--- src/rtl/hdmi_tx_init_sequencer.sv ---
// hdmi_tx_init_sequencer: walks the HDMI TX register table over a byte-level I2C write engine
module hdmi_tx_init_sequencer #(
  parameter int         TABLE_LEN        = 25,
  parameter logic [7:0] DEVICE_ADDR      = 8'h72,
  parameter int         POWERUP_CYCLES   = 10000000,
  parameter int         RETRY_GAP_CYCLES = 50000,
  parameter int         MAX_RETRIES      = 3
) (
  input  logic        clock_50,
  input  logic        reset_n,
  input  logic        interrupt,
  output logic [5:0]  table_index,
  input  logic [15:0] table_data,
  output logic        wr_start,
  output logic [7:0]  wr_dev,
  output logic [7:0]  wr_reg,
  output logic [7:0]  wr_val,
  input  logic        wr_busy,
  input  logic        wr_done,
  input  logic        wr_nack,
  output logic        config_done,
  output logic        config_error,
  output logic        busy
);
  localparam int DMAX = POWERUP_CYCLES > RETRY_GAP_CYCLES ? POWERUP_CYCLES : RETRY_GAP_CYCLES;
  localparam int CW = $clog2(DMAX + 1);
  localparam int RW = $clog2(MAX_RETRIES + 2);
  typedef enum logic [2:0] {POWER_WAIT, ISSUE, WAIT, GAP, DONE, FAIL} state_t;
  state_t state;
  logic [CW-1:0] delay_cnt;
  logic [RW-1:0] retry_cnt;
  logic [1:0] irq_sync;
  logic irq_prev, irq_pending, irq_evt, last;
  assign wr_dev = DEVICE_ADDR;
  assign irq_evt = irq_sync[1] & ~irq_prev;
  assign last = table_index == 6'(TABLE_LEN - 1);
  always_ff @(posedge clock_50 or negedge reset_n)
    if (!reset_n) begin
      state <= POWER_WAIT;
      delay_cnt <= '0;
      retry_cnt <= '0;
      irq_sync <= '0;
      irq_prev <= 1'b0;
      irq_pending <= 1'b0;
      table_index <= '0;
      wr_start <= 1'b0;
      wr_reg <= '0;
      wr_val <= '0;
      config_done <= 1'b0;
      config_error <= 1'b0;
      busy <= 1'b1;
    end else begin
      irq_sync <= {irq_sync[0], interrupt};
      irq_prev <= irq_sync[1];
      wr_start <= 1'b0;
      // later assignments in the case below take priority over this latch
      if (irq_evt && (state == ISSUE || state == WAIT || state == GAP)) irq_pending <= 1'b1;
      case (state)
        POWER_WAIT:
          if (delay_cnt == CW'(POWERUP_CYCLES - 1)) begin
            delay_cnt <= '0;
            table_index <= '0;
            state <= ISSUE;
          end else delay_cnt <= delay_cnt + 1'b1;
        ISSUE:
          if (!wr_busy) begin
            wr_reg <= table_data[15:8];
            wr_val <= table_data[7:0];
            wr_start <= 1'b1;
            state <= WAIT;
          end
        WAIT:
          if (wr_done) begin
            if (wr_nack) begin
              if (retry_cnt < RW'(MAX_RETRIES)) begin
                retry_cnt <= retry_cnt + 1'b1;
                delay_cnt <= '0;
                state <= GAP;
              end else begin
                config_error <= 1'b1;
                busy <= 1'b0;
                state <= FAIL;
              end
            end else if (irq_pending || irq_evt) begin
              irq_pending <= 1'b0;
              table_index <= '0;
              retry_cnt <= '0;
              state <= ISSUE;
            end else if (last) begin
              config_done <= 1'b1;
              busy <= 1'b0;
              state <= DONE;
            end else begin
              table_index <= table_index + 1'b1;
              retry_cnt <= '0;
              state <= ISSUE;
            end
          end
        GAP:
          if (delay_cnt == CW'(RETRY_GAP_CYCLES - 1)) begin
            delay_cnt <= '0;
            state <= ISSUE;
          end else delay_cnt <= delay_cnt + 1'b1;
        DONE, FAIL:
          if (irq_evt) begin
            config_done <= 1'b0;
            config_error <= 1'b0;
            busy <= 1'b1;
            table_index <= '0;
            retry_cnt <= '0;
            irq_pending <= 1'b0;
            state <= ISSUE;
          end
        default: state <= POWER_WAIT;
      endcase
    end
endmodule

--- config.mk ---
export PLATFORM = sky130hd
export DESIGN_NAME = hdmi_tx_init_sequencer
export DESIGN_NICKNAME = d
export VERILOG_FILES = /design/src/rtl/hdmi_tx_init_sequencer.sv
export SDC_FILE = /design/constraint.sdc
export NUM_CORES = 1
export LEC_CHECK = 0
export BUFFER_PORTS_ARGS = -buffer_cell sky130_fd_sc_hd__buf_2
export CAP_MARGIN = 20
export CORE_MARGIN = 4
export CORE_UTILIZATION = 45
export DETAILED_ROUTE_END_ITERATION = 8
export MAX_ROUTING_LAYER = met4
export PLACE_DENSITY_LB_ADDON = 0.3
export SYNTH_ARGS = -nofsm -noshare
export SYNTH_HDL_FRONTEND = slang
export SYNTH_SLANG_ARGS = --single-unit
export TNS_END_PERCENT = 20
--- constraint.sdc ---
create_clock -name clock_50 -period 4.1 [get_ports clock_50]
set_input_delay 0.205 -clock clock_50 [delete_from_list [all_inputs] [get_ports clock_50]]
set_output_delay 0.205 -clock clock_50 [all_outputs]
set_load 0.005 [all_outputs]
* After elaboration in Yosys (flattened, before gate mapping)
Index checks and enable logic that the tools add are counted.
** Word-level totals
- Flip-flop bits (word level) :: 60
- Latch bits :: 0
- Memory bits (writable) :: 0
- Bits in read-only memories :: 0
- Input port bits :: 22
- Output and inout bits :: 34
- Memories kept :: 0
** Cells by class
- Add/sub/neg operators :: 3
- Multiply operators :: 0
- Divide/modulo/power cells :: 0
- $lt $le $gt $ge :: 1
- Equality and inequality tests :: 25
- Shift-type cells :: 0
- Multiplexer cells :: 55
- Bitwise gates (word level) :: 3
- Reductions and logical operators :: 17
** Operators with widths (count)
- two-way mux 24 bit :: 5
- case mux 24 bit (3 select lines) :: 1
- two-way mux 3 bit :: 15
- two-way mux 6 bit :: 6
- adder 24 x 1 -> 24 bit, second input constant :: 1
- equality test 24 x 16 -> 1 bit, second input constant :: 1
- equality test 24 bit, second input constant :: 1
- two-way mux 1 bit :: 21
- != test 2 bit, second input constant :: 9
- case mux 6 bit (3 select lines) :: 1
- AND reduction 6 bit :: 3
- case mux 3 bit (5 select lines) :: 1
- AND reduction 5 bit :: 3
- != test 3 bit, second input constant :: 3
- case mux 1 bit (2 select lines) :: 4
- adder 6 x 1 -> 6 bit, second input constant :: 1
- equality test 3 x 2 -> 1 bit, second input constant :: 2
- equality test 3 bit, second input constant :: 2
- equality test 6 x 5 -> 1 bit, second input constant :: 1
- != test 3 x 2 -> 1 bit, second input constant :: 2
- case mux 3 bit (2 select lines) :: 1
- nonzero test 3 bit :: 2
- != test 2 x 1 -> 1 bit, second input constant :: 2
- != test 4 x 3 -> 1 bit, second input constant :: 1
- 12 further kinds :: 15

* Logic depth before layout (Yosys ltp)
- Word-level depth :: 9
- Depth in mapped cells :: 7
- Depth with buffers taken out :: 7

* Worst setup path after synthesis
No wires, ideal clock.
- Path kind :: reg2reg
- Start :: register table_index[0]
- End :: register state[0]
- Arrival :: 1815 ps
- Required time :: 3976 ps
- Slack :: 2161 ps
- Stages on the path, launching flop included :: 8
- Cells stage by stage :: dfrtp_1 inv_1 ha_1 or4b_1 nor3_4 nand2b_1 a31o_1 o31a_1
** On the way
- Cells in the longest elaborated chain, start to end :: 6
** Ends and longest elaborated chain
- start: declaration :: line 12 : output logic [5:0] table_index,
- start signal: assignment :: line 94 : table_index <= table_index + 1'b1;
- equality test 6 x 5 -> 1 bit :: line 36 : assign last = table_index == 6'(TABLE_LEN - 1);
- two-way mux 3 bit :: line 89 : end else if (last) begin
- two-way mux 3 bit :: line 84 : end else if (irq_pending || irq_evt) begin
- two-way mux 3 bit :: line 74 : if (wr_nack) begin
- two-way mux 3 bit :: line 73 : if (wr_done) begin
- case mux 3 bit (5 select lines) :: line 58 : case (state)
- end signal: assignment :: line 63 : state <= ISSUE;
- end signal: assignment :: line 78 : state <= GAP;
- end signal: assignment :: line 88 : state <= ISSUE;
- end: declaration :: line 29 : state_t state;
No other way between the ends. The select of a mux whose other input is x is not followed.
A chain may end at the register's enable or synchronous reset.

* Worst setup path after layout
- Start :: register state[1]
- End :: register delay_cnt[7]
** On the way
- Cells in the longest elaborated chain, start to end :: 3
** Ends and longest elaborated chain
- start signal: assignment :: line 39 : state <= POWER_WAIT;
- start signal: assignment :: line 63
- start signal: assignment :: line 70 : state <= WAIT;
- equality test 3 x 2 -> 1 bit / zero test 3 bit (equally long branches) :: line 58
- != test 2 x 1 -> 1 bit (no line), or another cell as far along
- AND reduction 4 bit (no line)
- end signal: assignment :: line 64 : end else delay_cnt <= delay_cnt + 1'b1;
- end signal: assignment :: line 103 : end else delay_cnt <= delay_cnt + 1'b1;
- end: declaration :: line 30 : logic [CW-1:0] delay_cnt;
Several ways; a longest one is shown, not always the timed one.

==> impl_metrics.toml <==
[outcome]
status = "complete, no violations"

[sta]
slew_headroom_pct = 42.6
fmax_mhz = 376
finalMaxSlewViolations = 0
grt_setup_unrepaired = "false"
setup_viol = 0
skew_ps = 9.94
post-route-min-period_ps = 2660
tns_ps = 0
worst_slew_pin_slew_ps = 858
hold_viol = 0
finalCritPeriodShare_pct = 64.8
fin_hold_ws_ps = 30.4
finalWorstSetupSlack_ps = 1440

[synthesis]
ys.flop_type = "dfrtp_1"
async_flop_share_pct = 100
yosysTopAreaCell = "dfrtp_1"
synth_area_um2 = 3110
synth-seq-cells = 60
synthCells = 298
synth_top_family_by_area = "simple AND/OR/NAND/NOR gates"
synth-compound-area-share_pct = 8.73
muxShareOfSynthArea_pct = 7.16
ys_top_cells_by_area = "dfrtp_1 (47%), mux2_2 (6.5%), xnor2_1 (5.9%)"
synth_top_area_share_pct = 47.4
yosysWarnings = 0
ys_types = 55
post_synth_and_or_nand_nor_area_fraction_pct = 23.6
synth-xor-area-share_pct = 5.91
synth_fa_ha_area_share_pct = 1.61
avgSynthCellArea_um2 = 10.4
yosysSeqAreaShare_pct = 48.3
synth-edff-count = 0

[global_route]
grt_pass1_vias = 2387
grt_max_degree = 61
grt_use_total_pct = 17.0
grt_pass1_wl_um = 11200
antenna_found_initial = 0
grt_overflow = 0

[finish]
final_cells = 433
diodes = 0
stdcell_area_um2 = 3590
fin_nets = 374
largest_reg_flops = 24
nFillCells = 597
area.growth.synth_to_final_pct = 15.4
fin_util_pct = 53.2
final_layout_size_suffix_gt1_share_pct = 27.2

[critical_path]
path_buf_inv = 0
rr_startpoint = "state[1]"
crit_path_end_kind = "flip-flop"
crit_path_start_kind = "flip-flop"
required_ps = 4270
r2r_end = "delay_cnt[7]"
cp_slowest_cell = "a211oi_4"
cpPeakStageDelay_ps = 740
timing.reg2reg.setup_slack_ps = 1440
crit_fanout = 22
arrival_ps = 2830
crit_chain = "nand2b_1 > nand2_1 > or2_2 > a211oi_4 > nor3_1"
worstSetupPathType = "reg -> reg"
rr_worst_depth = 5
critPathTopFamily = "simple AND/OR/NAND/NOR gates"

[drt]
vias = 2389
post_drt_wl_per_cell_um = 14.8
routed_wl_um = 6400
vias_per_cell = 5.52
first_pass_iters = 4
drc_errors = 0
ant_nets = 0
drt_iter0_markers = 105

[cts]
clock-sinks = 60
clk_latency_ps = 330
cts_root_buffer = "clkbuf_8"
tritoncts = "yes"
postCtsSetupBuffers = 0
cts_buffers = 9
clk_path_buf_depth = 2
path_clk_slew_ps = 70
htree_levels = 3

[placed_design]
post-place-cells = 415
routabilityCongestion = 0.881
io_buffers = 47
hpwl_um = 4430
place_ws_ps = 1440
dpl_cell_area_um2 = 3370

[floorplan]
row_count = 30
start_util_pct = 46.1
dieArea_um2 = 8310
die_h_um = 91.2
die_w_um = 91.2
io_pins = 56
coreArea_um2 = 6760

[pwr]
power.total_mw = 2.10
p_per_area_nw_per_um2 = 585
vdd_drop_max_mv = 0.338
total_leakage_power_nw = 1.58

[run]
max_cap_viol_count = 0

[min_path]
worst_hold_path_type = "in -> async"
## cells by family after synthesis
family / after synthesis
AOI/OAI and AO/OA: 37
xor gates and xnor gates: 21
adders and majority gates: 4
buffers and inverters: 23
DFF: 60
muxes: 20
other: 2
and+or+nand+nor: 131
## routing by layer
layer	GRT usage, %	up-vias	share of wire, %
met1	22.4	1171	45
met5	-	-	0
met3	3.98	5	4.5
met4	5.65	0	1.1
li1	-	1157	-
met2	26.0	56	49
## power by group
part           internal (mW)  total (mW)  leakage, nW  switching [mW]
registers              0.747       0.875        0.778           0.127
clock network          0.296       0.535       0.0983           0.239
logic                  0.328       0.691        0.709           0.363
total                   1.37        2.10         1.58           0.730
## final cells by class
| class | instances | area [um^2] | share of cell area, % |
|---|---|---|---|
| Sequential cell | 60 | 1500 | 41.8 |
| Multi-Input combinational cell | 221 | 1500 | 41.7 |
| Timing Repair Buffer | 51 | 272 | 7.56 |
| Clock buffer | 10 | 138 | 3.83 |
| Tap cell | 80 | 100 | 2.79 |
| Clock inverter | 6 | 63.8 | 1.78 |
| Inverter | 5 | 18.8 | 0.522 |
## layout by cell type, fill, tap and decap left out, types with 6 or more instances in the layout
cell type,instances
dfrtp_1,59
nand2_1,17
nand3_1,14
xnor2_1,21
nor2_1,34
nor3_1,9
a41oi_1,6
nor4_1,13
o21ai_0,8
buf_2,47
nand2b_1,6
conb_1,8
clkbuf_8,10
mux2_2,18
## how the worst max path moves through the flow
| stage | start | endpoint | slack [ps] | cells after the start |
|---|---|---|---|---|
| final | state[1] | delay_cnt[7] | 1440 | 5 |
| after global routing | state[1] | delay_cnt[18] | 1150 | 5 |
| after CTS | retry_cnt[0] | delay_cnt[7] | 1420 | 5 |
| after detailed placement | retry_cnt[0] | delay_cnt[7] | 1440 | 5 |
| after global placement | retry_cnt[0] | delay_cnt[7] | 1500 | 5 |
| after floorplan | table_index[0] | state[0] | 2160 | 7 |
## worst reg2reg max path: stages, from the launching register on
cell      delay, ps
dfrtp_1         590
nand2b_1        200
nand2_1         350
or2_2           470
a211oi_4        740
nor3_1          140
## timing repair
item,CTS,global route
resized for setup,0,0
hold buffers,1,0
endpoints found under the hold margin,1,0
## Yosys cell counts, types with 4 or more instances
master and instances:
a21oi_1 5, a41oi_1 6, and4_1 5, buf_4 9, dfrtp_1 59, ha_1 4, inv_1 5, mux2_2 18
nand2_1 17, nand2b_1 6, nand3_1 14, nand4_1 5, nor2_1 34, nor3_1 9, nor4_1 13, o21ai_0 8
xnor2_1 21
Power figures use the tool's default switching activity.
